## src/rtl/coef_seq_pkg.sv

```systemverilog
// Shared types and defaults for the stereo coefficient RAM sequencer.
// Holds the controller state encoding and RAM side-select constants.
package coef_seq_pkg;

  localparam int BLK_AW_D = 11;
  localparam int RW_AW_D  = 14;
  localparam int DW_D     = 36;

  localparam logic SEL_L = 1'b0;
  localparam logic SEL_R = 1'b1;

  typedef enum logic [2:0] {
    ST_IDLE  = 3'd0,
    ST_SWEEP = 3'd1,
    ST_HWR   = 3'd2,
    ST_HRD1  = 3'd3,
    ST_HRD2  = 3'd4
  } state_e;

endpackage

```

## src/rtl/coef_host_port.sv

```systemverilog
// Host command slot for the coefficient RAM rw ports.
// Holds one command, drives the rw side when granted, returns ack/rdata.
module coef_host_port
  import coef_seq_pkg::*;
#(
  parameter int RW_AW = RW_AW_D,
  parameter int DW    = DW_D
) (
  input  logic             clk_i,
  input  logic             rst_ni,
  input  logic             req_i,
  input  logic             we_i,
  input  logic             sel_i,
  input  logic [RW_AW-1:0] addr_i,
  input  logic [DW-1:0]    wdata_i,
  input  logic             go_wr_i,
  input  logic             go_rd_i,
  input  logic             rd_cap_i,
  output logic             pend_o,
  output logic             slot_we_o,
  output logic             ready_o,
  output logic             ack_o,
  output logic [DW-1:0]    rdata_o,
  output logic [RW_AW-1:0] addr_l_o,
  output logic [RW_AW-1:0] addr_r_o,
  output logic [DW-1:0]    din_l_o,
  output logic [DW-1:0]    din_r_o,
  output logic             we_l_o,
  output logic             we_r_o,
  input  logic [DW-1:0]    dout_l_i,
  input  logic [DW-1:0]    dout_r_i
);

  logic             s_we_q, s_we_d;
  logic             s_sel_q, s_sel_d;
  logic [RW_AW-1:0] s_addr_q, s_addr_d;
  logic [DW-1:0]    s_wdata_q, s_wdata_d;
  logic             pend_q, pend_d;
  logic             ready_q, ready_d;
  logic             ack_q, ack_d;
  logic [DW-1:0]    rdata_q, rdata_d;
  logic [RW_AW-1:0] al_q, al_d;
  logic [RW_AW-1:0] ar_q, ar_d;
  logic [DW-1:0]    dl_q, dl_d;
  logic [DW-1:0]    dr_q, dr_d;
  logic             wel_q, wel_d;
  logic             wer_q, wer_d;

  // Next state: capture command, drive rw side, finish with ack
  always_comb begin
    s_we_d    = s_we_q;
    s_sel_d   = s_sel_q;
    s_addr_d  = s_addr_q;
    s_wdata_d = s_wdata_q;
    pend_d    = pend_q;
    ready_d   = ready_q;
    ack_d     = 1'b0;
    rdata_d   = rdata_q;
    al_d      = al_q;
    ar_d      = ar_q;
    dl_d      = dl_q;
    dr_d      = dr_q;
    wel_d     = 1'b0;
    wer_d     = 1'b0;

    if (go_wr_i || go_rd_i) begin
      if (s_sel_q == SEL_L) al_d = s_addr_q;
      else                  ar_d = s_addr_q;
    end

    if (go_wr_i) begin
      if (s_sel_q == SEL_L) begin
        dl_d  = s_wdata_q;
        wel_d = 1'b1;
      end else begin
        dr_d  = s_wdata_q;
        wer_d = 1'b1;
      end
      ack_d   = 1'b1;
      pend_d  = 1'b0;
      ready_d = 1'b1;
    end

    if (rd_cap_i) begin
      rdata_d = (s_sel_q == SEL_L) ? dout_l_i : dout_r_i;
      ack_d   = 1'b1;
      pend_d  = 1'b0;
      ready_d = 1'b1;
    end

    if (req_i && ready_q) begin
      s_we_d    = we_i;
      s_sel_d   = sel_i;
      s_addr_d  = addr_i;
      s_wdata_d = wdata_i;
      pend_d    = 1'b1;
      ready_d   = 1'b0;
    end
  end

  // Slot and rw port registers
  always_ff @(posedge clk_i or negedge rst_ni) begin
    if (!rst_ni) begin
      s_we_q    <= 1'b0;
      s_sel_q   <= 1'b0;
      s_addr_q  <= '0;
      s_wdata_q <= '0;
      pend_q    <= 1'b0;
      ready_q   <= 1'b1;
      ack_q     <= 1'b0;
      rdata_q   <= '0;
      al_q      <= '0;
      ar_q      <= '0;
      dl_q      <= '0;
      dr_q      <= '0;
      wel_q     <= 1'b0;
      wer_q     <= 1'b0;
    end else begin
      s_we_q    <= s_we_d;
      s_sel_q   <= s_sel_d;
      s_addr_q  <= s_addr_d;
      s_wdata_q <= s_wdata_d;
      pend_q    <= pend_d;
      ready_q   <= ready_d;
      ack_q     <= ack_d;
      rdata_q   <= rdata_d;
      al_q      <= al_d;
      ar_q      <= ar_d;
      dl_q      <= dl_d;
      dr_q      <= dr_d;
      wel_q     <= wel_d;
      wer_q     <= wer_d;
    end
  end

  assign pend_o    = pend_q;
  assign slot_we_o = s_we_q;
  assign ready_o   = ready_q;
  assign ack_o     = ack_q;
  assign rdata_o   = rdata_q;
  assign addr_l_o  = al_q;
  assign addr_r_o  = ar_q;
  assign din_l_o   = dl_q;
  assign din_r_o   = dr_q;
  assign we_l_o    = wel_q;
  assign we_r_o    = wer_q;

endmodule

```

## src/rtl/coef_ram_sequencer.sv

```systemverilog
// Stereo coefficient RAM controller: per-frame address sweep
// plus host write/readback serialised between sweeps.
module coef_ram_sequencer
  import coef_seq_pkg::*;
#(
  parameter int BLK_AW = BLK_AW_D,
  parameter int RW_AW  = RW_AW_D,
  parameter int DW     = DW_D
) (
  input  logic              clock,
  input  logic              reset,
  input  logic              start,
  input  logic [BLK_AW-1:0] nblocks,
  output logic [BLK_AW-1:0] addrL,
  output logic [BLK_AW-1:0] addrR,
  output logic              coef_valid,
  output logic              coef_first,
  output logic              coef_last,
  output logic              done,
  output logic              busy,
  output logic              overrun,
  input  logic              host_req,
  input  logic              host_we,
  input  logic              host_sel,
  input  logic [RW_AW-1:0]  host_addr,
  input  logic [DW-1:0]     host_wdata,
  output logic              host_ready,
  output logic              host_ack,
  output logic [DW-1:0]     host_rdata,
  output logic [RW_AW-1:0]  addrLrw,
  output logic [RW_AW-1:0]  addrRrw,
  output logic [DW-1:0]     datainLrw,
  output logic [DW-1:0]     datainRrw,
  output logic              weL,
  output logic              weR,
  input  logic [DW-1:0]     dataoutLrw,
  input  logic [DW-1:0]     dataoutRrw
);

  state_e            state_q, state_d;
  logic              spend_q, spend_d;
  logic [BLK_AW-1:0] nblk_q, nblk_d;
  logic [BLK_AW-1:0] lim_q, lim_d;
  logic [BLK_AW-1:0] addr_q, addr_d;
  logic              vld_q, vld_d;
  logic              first_q, first_d;
  logic              last_q, last_d;
  logic              ovr_q, ovr_d;
  logic              busy_q, busy_d;

  logic in_sweep;
  logic enter_sweep;
  logic at_end;
  logic host_pend;
  logic slot_we;

  assign in_sweep    = (state_q == ST_SWEEP);
  assign enter_sweep = (state_q == ST_IDLE) && spend_q;
  assign at_end      = (addr_q == lim_q);

  // Next controller state; a pending frame start beats host commands
  always_comb begin
    state_d = state_q;
    unique case (state_q)
      ST_IDLE: begin
        if (spend_q)        state_d = ST_SWEEP;
        else if (host_pend) state_d = slot_we ? ST_HWR : ST_HRD1;
      end
      ST_SWEEP: if (at_end) state_d = ST_IDLE;
      ST_HWR:   state_d = ST_IDLE;
      ST_HRD1:  state_d = ST_HRD2;
      ST_HRD2:  state_d = ST_IDLE;
      default:  state_d = ST_IDLE;
    endcase
  end

  // Sweep datapath: start capture, address count, valid/flag pipeline
  always_comb begin
    spend_d = spend_q;
    nblk_d  = nblk_q;
    lim_d   = lim_q;
    addr_d  = addr_q;
    if (enter_sweep) begin
      spend_d = 1'b0;
      lim_d   = nblk_q;
      addr_d  = '0;
    end else if (in_sweep && !at_end) begin
      addr_d = addr_q + BLK_AW'(1);
    end
    if (start && !in_sweep) begin
      spend_d = 1'b1;
      nblk_d  = nblocks;
    end
    vld_d   = in_sweep;
    first_d = in_sweep && (addr_q == '0);
    last_d  = in_sweep && at_end;
    ovr_d   = start && in_sweep;
    busy_d  = (state_d == ST_SWEEP) || vld_d;
  end

  // Controller and sweep registers
  always_ff @(posedge clock or negedge reset) begin
    if (!reset) begin
      state_q <= ST_IDLE;
      spend_q <= 1'b0;
      nblk_q  <= '0;
      lim_q   <= '0;
      addr_q  <= '0;
      vld_q   <= 1'b0;
      first_q <= 1'b0;
      last_q  <= 1'b0;
      ovr_q   <= 1'b0;
      busy_q  <= 1'b0;
    end else begin
      state_q <= state_d;
      spend_q <= spend_d;
      nblk_q  <= nblk_d;
      lim_q   <= lim_d;
      addr_q  <= addr_d;
      vld_q   <= vld_d;
      first_q <= first_d;
      last_q  <= last_d;
      ovr_q   <= ovr_d;
      busy_q  <= busy_d;
    end
  end

  coef_host_port #(
    .RW_AW (RW_AW),
    .DW    (DW)
  ) u_host (
    .clk_i     (clock),
    .rst_ni    (reset),
    .req_i     (host_req),
    .we_i      (host_we),
    .sel_i     (host_sel),
    .addr_i    (host_addr),
    .wdata_i   (host_wdata),
    .go_wr_i   (state_d == ST_HWR),
    .go_rd_i   (state_d == ST_HRD1),
    .rd_cap_i  (state_q == ST_HRD2),
    .pend_o    (host_pend),
    .slot_we_o (slot_we),
    .ready_o   (host_ready),
    .ack_o     (host_ack),
    .rdata_o   (host_rdata),
    .addr_l_o  (addrLrw),
    .addr_r_o  (addrRrw),
    .din_l_o   (datainLrw),
    .din_r_o   (datainRrw),
    .we_l_o    (weL),
    .we_r_o    (weR),
    .dout_l_i  (dataoutLrw),
    .dout_r_i  (dataoutRrw)
  );

  assign addrL      = addr_q;
  assign addrR      = addr_q;
  assign coef_valid = vld_q;
  assign coef_first = first_q;
  assign coef_last  = last_q;
  assign done       = last_q;
  assign busy       = busy_q;
  assign overrun    = ovr_q;

endmodule

```

## config.mk

```make
export PLATFORM = sky130hd
export DESIGN_NAME = coef_ram_sequencer
export DESIGN_NICKNAME = d
export VERILOG_FILES = /design/src/rtl/coef_seq_pkg.sv /design/src/rtl/coef_host_port.sv /design/src/rtl/coef_ram_sequencer.sv
export SDC_FILE = /design/constraint.sdc
export NUM_CORES = 1
export LEC_CHECK = 0
export CORE_MARGIN = 5
export CORE_UTILIZATION = 40
export DETAILED_ROUTE_END_ITERATION = 12
export GPL_TIMING_DRIVEN = 1
export PLACE_DENSITY_LB_ADDON = 0.3
export SLEW_MARGIN = 20
export SYNTH_ARGS = -nofsm -noshare
export SYNTH_HDL_FRONTEND = slang
export SYNTH_SLANG_ARGS = --single-unit
export TNS_END_PERCENT = 100
```

## constraint.sdc

```tcl
create_clock -name clock -period 1.95 [get_ports clock]
set_input_delay 0.39 -clock clock [delete_from_list [all_inputs] [get_ports clock]]
set_output_delay 0.39 -clock clock [all_outputs]
set_load 0.005 [all_outputs]
```

* After elaboration in Yosys (flattened, before gate mapping)
Cells that the tools add are included.
** Storage, ports and cells
- Bits in registers :: 235
- Output and inout bits :: 168
- Bits of input ports :: 139
** Operators by class
- Eq/ne operators :: 7
- Multiplexer cells :: 22
- Reduce and logical (&&, ||, !) cells :: 20
- $add $sub $neg :: 1
- Bitwise gates (word level) :: 1
** Operators by type and width (number)
- 36-bit 2-to-1 mux :: 1
- 11-bit 2-to-1 mux :: 2
- 1-bit 2-to-1 mux :: 15
- 11-bit by 1-bit adder with 11-bit output (second input constant) :: 1
- 11-bit == test :: 1
- 11-bit zero test :: 1
- 3-bit by 2-bit == test with 1-bit output (second input constant) :: 3
- 3-bit 2-to-1 mux :: 3
- 3-bit case mux with 3 select lines :: 1
- 2-bit AND reduction :: 4
- 1-bit logical AND :: 7
- 3-bit by 1-bit == test with 1-bit output (second input constant) :: 2
- 2-bit nonzero test :: 2
- 3-bit == test (second input constant) :: 1
- 3-bit zero test :: 1
- 3-bit nonzero test :: 1
- 1-bit zero test :: 2
- 1-bit logical OR :: 2
- 1-bit inverter :: 1

* Logic depth before layout (Yosys ltp)
Gate-level depths: netlist of run 1.
- Word-level depth :: 8
- Gate-level depth with buffers :: 8

* Cells and area by module
From an unflattened synthesis of run 1, not the netlist that was laid out.
** Second synthesis, totals
- Cells, all modules :: 657
- Area, all modules :: 9476.6 µm²
** By module, submodules not included
- coef_host_port :: cells an instance 490, area an instance 7430.9 µm², times used 1
- coef_ram_sequencer :: cells an instance 167, area an instance 2045.7 µm², times used 1

* Worst setup path after synthesis of run 1
No wires, ideal clock.
- Kind :: reg2reg
- Start :: reg state_q[0]
- End :: reg u_host.dl_q[10], in the netlist u_host.din_l_o[10]
- Data required time :: 1.825 ns
- Setup time :: 0.125 ns
- Setup slack :: 0.064 ns
- Clock period less this slack :: 1.886 ns
- Stages on the path, launching flop included :: 9
- Data arrival time :: 1.761 ns
- Path through :: dfrtp_1 -> nor3_4 -> and3b_1 -> buf_4 -> and2b_1 -> buf_6 -> nand2_8 -> buf_6 -> mux2_4
** On the way
- Elaborated cells on any way between the ends :: 9
** RTL lines
- start, declared :: RTL line coef_ram_sequencer.sv:40 : state_e state_q, state_d;
- start signal, assigned :: RTL line coef_ram_sequencer.sv:115 : state_q <= state_d;
- 3-bit by 2-bit == test with 1-bit output (tied with other cells) :: RTL line coef_ram_sequencer.sv:64 : unique case (state_q)
- 3-bit case mux with 3 select lines * :: RTL line coef_ram_sequencer.sv:64
- net state_d[1] :: RTL line coef_ram_sequencer.sv:40
- 3-bit by 2-bit == test with 1-bit output * :: RTL line coef_ram_sequencer.sv:139 : .go_wr_i (state_d == ST_HWR),
- 2-bit AND reduction (no line) *
- end signal, assigned :: RTL line coef_host_port.sv:129 : dl_q <= dl_d;
- end, declared :: RTL line coef_host_port.sv:44 : logic [DW-1:0] dl_q, dl_d;
Mark *: on every way through the listed nets, which the timed path passes. The rest lies on a longest branch.
A chain may end at the register's enable or synchronous reset.

* Final worst setup path of run 1
- Start :: reg addr_q[1], in the netlist addrL[1]
- End :: out addrR[1]
** RTL lines
- start, declared :: RTL line coef_ram_sequencer.sv:44 : logic [BLK_AW-1:0] addr_q, addr_d;
- start signal, assigned :: RTL line coef_ram_sequencer.sv:119 : addr_q <= addr_d;
- end, declared :: RTL line coef_ram_sequencer.sv:15 : output logic [BLK_AW-1:0] addrR,
No word-level cell between the ends.

==> summary.md, run 1 <==
| Metric | Value |
|---|---|
| H-tree depth | 1 |
| Seq pwr share | 37.4% |
| Clk Latency, worst-skew pair | 0.52 ns |
| Area after DPL | 13100 um^2 |
| RSZ-0062 raised after global routing | no |
| Simple-gate portion of the synthesized area | 6.30% |
| Post-Synth XOR/XNOR Area | 1.01% |
| Fillers | 1872 |
| Startpoint Class | register |
| Drt total wl | 24200 um |
| Ys flop type | dfrtp_1 |
| Gpl congestion | 0.809 |
| Pre-antenna DRT Iters | 4 |
| Port bufs | 306 |
| Crit Path Category | reg2out |
| Metal1 wirelength | 9530 um |
| Routed length per placed instance | 17.7 um |
| Post-synthesis compound-gate area fraction | 3.54% |
| Synth warnings | 0 |
| Final Max Slew Viols | 0 |
| Clock power share | 23.0% |
| Die ar. | 27100 um^2 |
| Post-Synthesis Cells | 689 |
| CTS tree | yes |
| CP required | 1.56 ns |
| Switching share of power | 28.9% |
| Place WS | 0.0297 ns |
| Clock Sinks | 235 |
| Met3 WL | 2070 um |
| Crit path capture type | output port |
| Asr flop ratio synth | 100% |
| Gr usage total | 17.3% |
| Post-Route Setup TNS | 0 ns |
| Mapped Area | 9550 um^2 |
| Sequence of cells on the critical path | buf_4 > clkdlybuf4s50_1 |
| Fin crit period | 1.89 ns |
| Metal2 WL | 11900 um |
| Area fraction of the dominant cell type after synthesis | 61.3% |
| Max Cap Viol | 0 |
| GR Overflow Total | 0 |
| Crit path largest cell delay | 0.50 ns |
| Area growth from synthesis to layout | 49.6% |
| DRT iter0 DRCs | 249 |
| Endpoints failing setup | 0 |
| Worst slew margin | 70.2% |
| DP HPWL | 17200 um |
| WP buf/inv | 2 |
| Avg Inst Size Synth | 13.9 um^2 |
| Longest Clk Path Bufs | 3 |
| Yosys top cell by area | dfrtp_1 |
| Syn nets | 830 |
| Die Width | 165 um |
| Setup ws final | 0.0631 ns |
| Root Buffer Master | clkbuf_16 |
| Final worst-path cycle share | 96.8% |
| PwrDens | 1600 nW/um^2 |
| Vias | 6528 |
| Total CTS buffers | 26 |
| Largest net degree at the start of global routing | 73 |
| Net switching power | 6.61 mW |
| Die height | 165 um |
| VDD IR max | 0.923 mV |
| Final instance area | 14300 um^2 |
| Outcome | completed |
| Vias per inst | 4.77 |
| Final Skew | 0.00919 ns |
| Final Hold Viols | 0 |
| DR DRC count | 0 |
| Seq cells post-synth | 235 |
| Pint | 16.3 mW |
| FP Rows | 56 |
| Synth Area in Adders | 0.262% |
| Hold Path Class | in2async |
| Worst-path clk slew | 0.07 ns |
| Main combinational cell family by area after synthesis | multiplexers |
| F_max | 530 MHz |
| Worst Path Arrival | 1.50 ns |
| Initial antenna violation count | 0 |
| CP top delay family | buffers and inverters |
| # nets final | 1170 |
| Boundary Pins | 307 |
| Post-route antenna net violation count | 0 |
| Top sig layer | met4 |
| Core area | 23500 um^2 |
| First-pass GRT wire length | 37400 um |
| Main area contributors after synthesis | dfrtp_1 61%, mux2_2 16%, mux2_4 4.6% |
| Slowest-stage cell, CP | clkdlybuf4s50_1 |
| Crit Path Max Fanout | 3 |
| Vias in the first global route | 6910 |
| Post-synth EDFFs | 0 |
| Worst-Margin Slew | 0.442 ns |
| Layout cell share with drive strength beyond 1 | 26.4% |
| Mux contribution to synthesized area | 24.3% |
| Seq/Total Area, Yosys | 61.6% |
| Diodes inserted | 0 |
| Netlist cell types | 41 |
| Combinational share of power | 39.6% |
| Initial Utilization | 40.7% |
| LEAKAGE | 6.51 nW |
## repair_timing
item | 4_1_cts | 5_1_grt
setup buffers | 9 | 3
endpoints found under the setup margin | 19 | 78
pin swaps | 0 | 1
hold buffers | 1 | 0
gates resized for setup | 2 | 25
hold endpoints to repair | 28 | 0
gates cloned | 0 | 1
## sequential cells by signal, summed over array words and instances, names as in the netlist, 3 cells and up
signal            cells
u_host.addr_l_o      14
u_host.rdata_o       36
addrL                11
u_host.addr_r_o      14
u_host.s_wdata_q     36
u_host.s_addr_q      14
u_host.din_l_o       36
lim_q                11
u_host.din_r_o       36
nblk_q               11
state_q               3
## cell families (layout without fill, tap and decap cells)
family	after synthesis	in the layout
AO/OA/AOI/OAI	63	63
XOR/XNOR	11	11
adder cells (fa/ha/maj)	2	2
buffers and inverters	51	410
flip-flops	235	235
multiplexers	201	201
AND/OR/NAND/NOR	126	127
## Yosys cell counts (5+ instances only)
| cell type | instances |
|---|---|
| dfrtp_1 | 234 |
| mux2_2 | 134 |
| nand2_1 | 48 |
| a21oi_1 | 47 |
| nor2_1 | 42 |
| mux2i_1 | 38 |
| mux2_4 | 29 |
| clkbuf_1 | 17 |
| buf_4 | 14 |
| xor2_1 | 11 |
| o21ai_0 | 10 |
| buf_2 | 6 |
| inv_1 | 5 |
| or3_1 | 5 |
## through the flow
stage                     std cells  utilization, %  power, mW  hold slack (ns)
after global routing           1368            60.9       24.3            0.346
after detailed placement       1306            56.0       17.6            0.284
after floorplan                 689               -       12.8           0.0944
final                          1368            60.9       22.9            0.344
after CTS                      1364            60.4       23.1            0.330
after global placement         1306            56.0       17.4            0.287
## routing by layer
layer / up-vias / track usage, %
met5: - / 0
met4: 0 / 4.84
met3: 42 / 5.69
met2: 210 / 29.2
met1: 3207 / 21.3
li1: 3069 / -
## cell type report
type | count | area [um^2] | share of cell area, %
Sequential cell | 235 | 5890 | 41.2
Inverter | 6 | 22.5 | 0.158
Tap cell | 319 | 399 | 2.79
Clock inverter | 11 | 166 | 1.17
Multi-Input combinational cell | 404 | 3430 | 24.0
Timing Repair Buffer | 356 | 3590 | 25.2
Clock buffer | 37 | 783 | 5.48
## path summary, 6_finish.rpt
check | from | end | slack, ns | cells past startpoint
worst max-delay path | addrL[1] | addrR[1] | 0.06 | 2
max in group asynchronous | reset | u_host.s_addr_q[10] | 0.97 | 3
min in group clock | host_req | u_host.ready_o | 0.46 | 2
worst max register to register | addrL[1] | addrL[10] | 0.12 | 7
worst min-delay path | reset | nblk_q[7] | 0.34 | 2
worst min register to register | nblk_q[3] | lim_q[3] | 0.46 | 2
## layout by cell type (no fill, tap or decap), types with 4 or more instances in the layout
cell type / count
clkdlybuf4s50_1: 295
dfrtp_1: 230
mux2_2: 134
nand2_1: 47
a21oi_1: 46
nor2_1: 41
mux2i_1: 38
buf_4: 34
mux2_4: 29
clkbuf_16: 27
xor2_1: 10
o21ai_0: 10
dlymetal6s2s_1: 9
buf_12: 8
clkbuf_8: 7
buf_6: 7
inv_1: 5
or3_1: 5
nand3_1: 4
dfrtp_2: 4
bufinv_16: 4
## power by group through the flow
stage          registers, mW  logic, mW  clock network, mW
4_1_cts                 8.56       9.12               5.42
3_5_place_dp            8.64       9.00                  0
3_3_place_gp            8.58       8.83                  0
5_1_grt                 8.88       9.79               5.62
6_report                8.55       9.05               5.27
2_1_floorplan           8.52       4.24                  0
No activity file was read; power rests on OpenSTA's default activity.
==> inputs of run 2 (changes only) <==
--- a/config.mk
+++ b/config.mk
@@ -11,2 +11,3 @@
 export GPL_TIMING_DRIVEN = 1
+export HOLD_SLACK_MARGIN = 0.08
 export PLACE_DENSITY_LB_ADDON = 0.3
==> constraint.sdc (replaced) <==
create_clock -name clock -period 1.95 [get_ports clock]
set_input_delay 0.195 -clock clock [delete_from_list [all_inputs] [get_ports clock]]
set_output_delay 0.195 -clock clock [all_outputs]
set_load 0.005 [all_outputs]
==> summary.md, run 2 (synthesis gave the netlist of run 1 again) <==
| Metric | Value |
|---|---|
| Most frequent cells in the layout | 305 x clkdlybuf4s50_1, 229 x dfrtp_1, 134 x mux2_2 (was 295 x clkdlybuf4s50_1, 230 x dfrtp_1, 134 x mux2_2) |
| Worst Path Arrival | 2.23 ns (was 1.50 ns) |
| Total chip power | 22.7 mW (was 22.9 mW) |
| Setup ws final | 0.114 ns (was 0.0631 ns) |
| Outcome | completed (unchanged) |
| Post-Place Cells | 1307 (was 1306) |
| Crit Path Max Fanout | 14 (was 3) |
| LEAKAGE | 6.28 nW (was 6.51 nW) |
| Fillers | 1925 (was 1872) |
| Initial Utilization | 40.7% (unchanged) |
| Area after DPL | 13100 um^2 (about the same) |
| Final Non-Filler Cells | 1357 (was 1368) |
| Startpoint Class | register (unchanged) |
| Worst-Margin Slew | 0.632 ns (was 0.442 ns) |
| Port bufs | 306 (unchanged) |
| Met3 usage | 5.14% (was 5.69%) |
| Final Skew | 0.00758 ns (was 0.00919 ns) |
| Area growth from synthesis to layout | 48.1% (was 49.6%) |
| Crit path capture type | register (was output port) |
| Post-route antenna net violation count | 0 (unchanged) |
| FP Rows | 56 (unchanged) |
| Max Cap Viol | 0 (unchanged) |
| Met1 usage | 21.2% (was 21.3%) |
| Worst slew margin | 57.9% (was 70.2%) |
| Worst-path clk slew | 0.06 ns (was 0.07 ns) |
| Vias in the first global route | 6786 (was 6910) |
| F_max | 545 MHz (was 530 MHz) |
| RSZ-0062 raised after global routing | no (unchanged) |
| Longest Clk Path Bufs | 3 (unchanged) |
| Drt total wl | 23900 um (was 24200 um) |
| CTS tree | yes (unchanged) |
| Final worst-path cycle share | 94.1% (was 96.8%) |
| H-tree depth | 1 (unchanged) |
| Crit Path Category | reg2reg (was reg2out) |
| Met2 usage | 28.9% (was 29.2%) |
| Clk Latency, worst-skew pair | 0.51 ns (was 0.52 ns) |
| Layout cell share with drive strength beyond 1 | 25.7% (was 26.4%) |
| Diodes inserted | 0 (unchanged) |
| PwrDens | 1610 nW/um^2 (was 1600 nW/um^2) |
| Vias | 6438 (was 6528) |
| Hold Path Class | in2async (unchanged) |
| Utilization after layout | 60.3% (was 60.9%) |
| DP HPWL | 17100 um (was 17200 um) |
| Root Buffer Master | clkbuf_16 (unchanged) |
| Post-Route Setup TNS | 0 ns (unchanged) |
| Largest net degree at the start of global routing | 73 (unchanged) |
| CP required | 2.34 ns (was 1.56 ns) |
| Place WS | 0.0589 ns (was 0.0297 ns) |
| DRT iter0 DRCs | 202 (was 249) |
| GR Overflow Total | 0 (unchanged) |
| Final instance area | 14100 um^2 (was 14300 um^2) |
| Fin crit period | 1.84 ns (was 1.89 ns) |
| Commonest non-fill, non-tap cell in the layout | clkdlybuf4s50_1 (unchanged) |
| Boundary Pins | 307 (unchanged) |
| First-pass GRT wire length | 36900 um (was 37400 um) |
| FF-to-FF setup slack | 0.11 ns (was 0.12 ns) |
| Vias per inst | 4.74 (was 4.77) |
| Endpoints failing setup | 0 (unchanged) |
| Most used routing layer | met2 (unchanged) |
| VDD IR max | 0.781 mV (was 0.923 mV) |
| WHS | 0.217 ns (was 0.344 ns) |
| Final Hold Viols | 0 (unchanged) |
| Die Width | 165 um (unchanged) |
| Initial antenna violation count | 1 (was 0) |
| Total CTS buffers | 26 (unchanged) |
| Die ar. | 27100 um^2 (unchanged) |
| Pre-antenna DRT Iters | 5 (was 4) |
| # nets final | 1159 (was 1170) |
| DR DRC count | 0 (unchanged) |
| Gpl congestion | 0.781 (was 0.809) |
| Die height | 165 um (unchanged) |
| Clock Sinks | 235 (unchanged) |
| Routed length per placed instance | 17.6 um (was 17.7 um) |
| Core area | 23500 um^2 (unchanged) |
| Final Max Slew Viols | 0 (unchanged) |
| Gr usage total | 17.1% (was 17.3%) |
## run 2: final cells by class
cell class                      count  area (um^2)  share of cell area (%)
Sequential cell                   235         5890                    41.6
Timing Repair Buffer              345         3460                    24.5
Multi-Input combinational cell    404         3420                    24.2
Clock buffer                       35          756                    5.34
Tap cell                          319          399                    2.82
Clock inverter                     13          199                    1.41
Inverter                            6         22.5                   0.159
## run 2: final timing paths
path	start	depth (start not counted)	end
setup / recovery	state_q[1]	5	u_host.addr_l_o[13]
hold / removal	reset	2	lim_q[8]
setup reg to reg	state_q[1]	5	u_host.addr_l_o[13]
hold reg to reg	nblk_q[1]	2	lim_q[1]
max in group asynchronous	reset	3	u_host.rdata_o[28]
min in group clock	host_req	2	u_host.ready_o
## run 2: per-layer routing
metal / share of wire (%) / wire [um]
met4: 2.4 / 582
met1: 40 / 9540
met3: 8.6 / 2040
met2: 49 / 11700
met5: 0.054 / 13
## run 2: what timing repair did
| item | 4_1_cts | 5_1_grt |
|---|---|---|
| endpoints found under the hold margin | 214 | 0 |
| setup buffers | 0 | 0 |
| hold buffers | 1 | 0 |
| endpoints found under the setup margin | 0 | 43 |
| resized for setup | 0 | 9 |
## run 2: where the power goes
| group | leakage (nW) | switching, mW | internal [mW] | total [mW] |
|---|---|---|---|---|
| clock network | 0.467 | 1.93 | 3.38 | 5.31 |
| registers | 2.82 | 1.38 | 7.19 | 8.58 |
| logic | 3.00 | 3.20 | 5.66 | 8.86 |
## run 2: critical path, cell delays in order (launching register included)
cell	delay, ns
dfrtp_2	0.44
nor3_4	0.20
and3b_1	0.20
and2b_2	0.25
buf_4	0.26
mux2_2	0.37
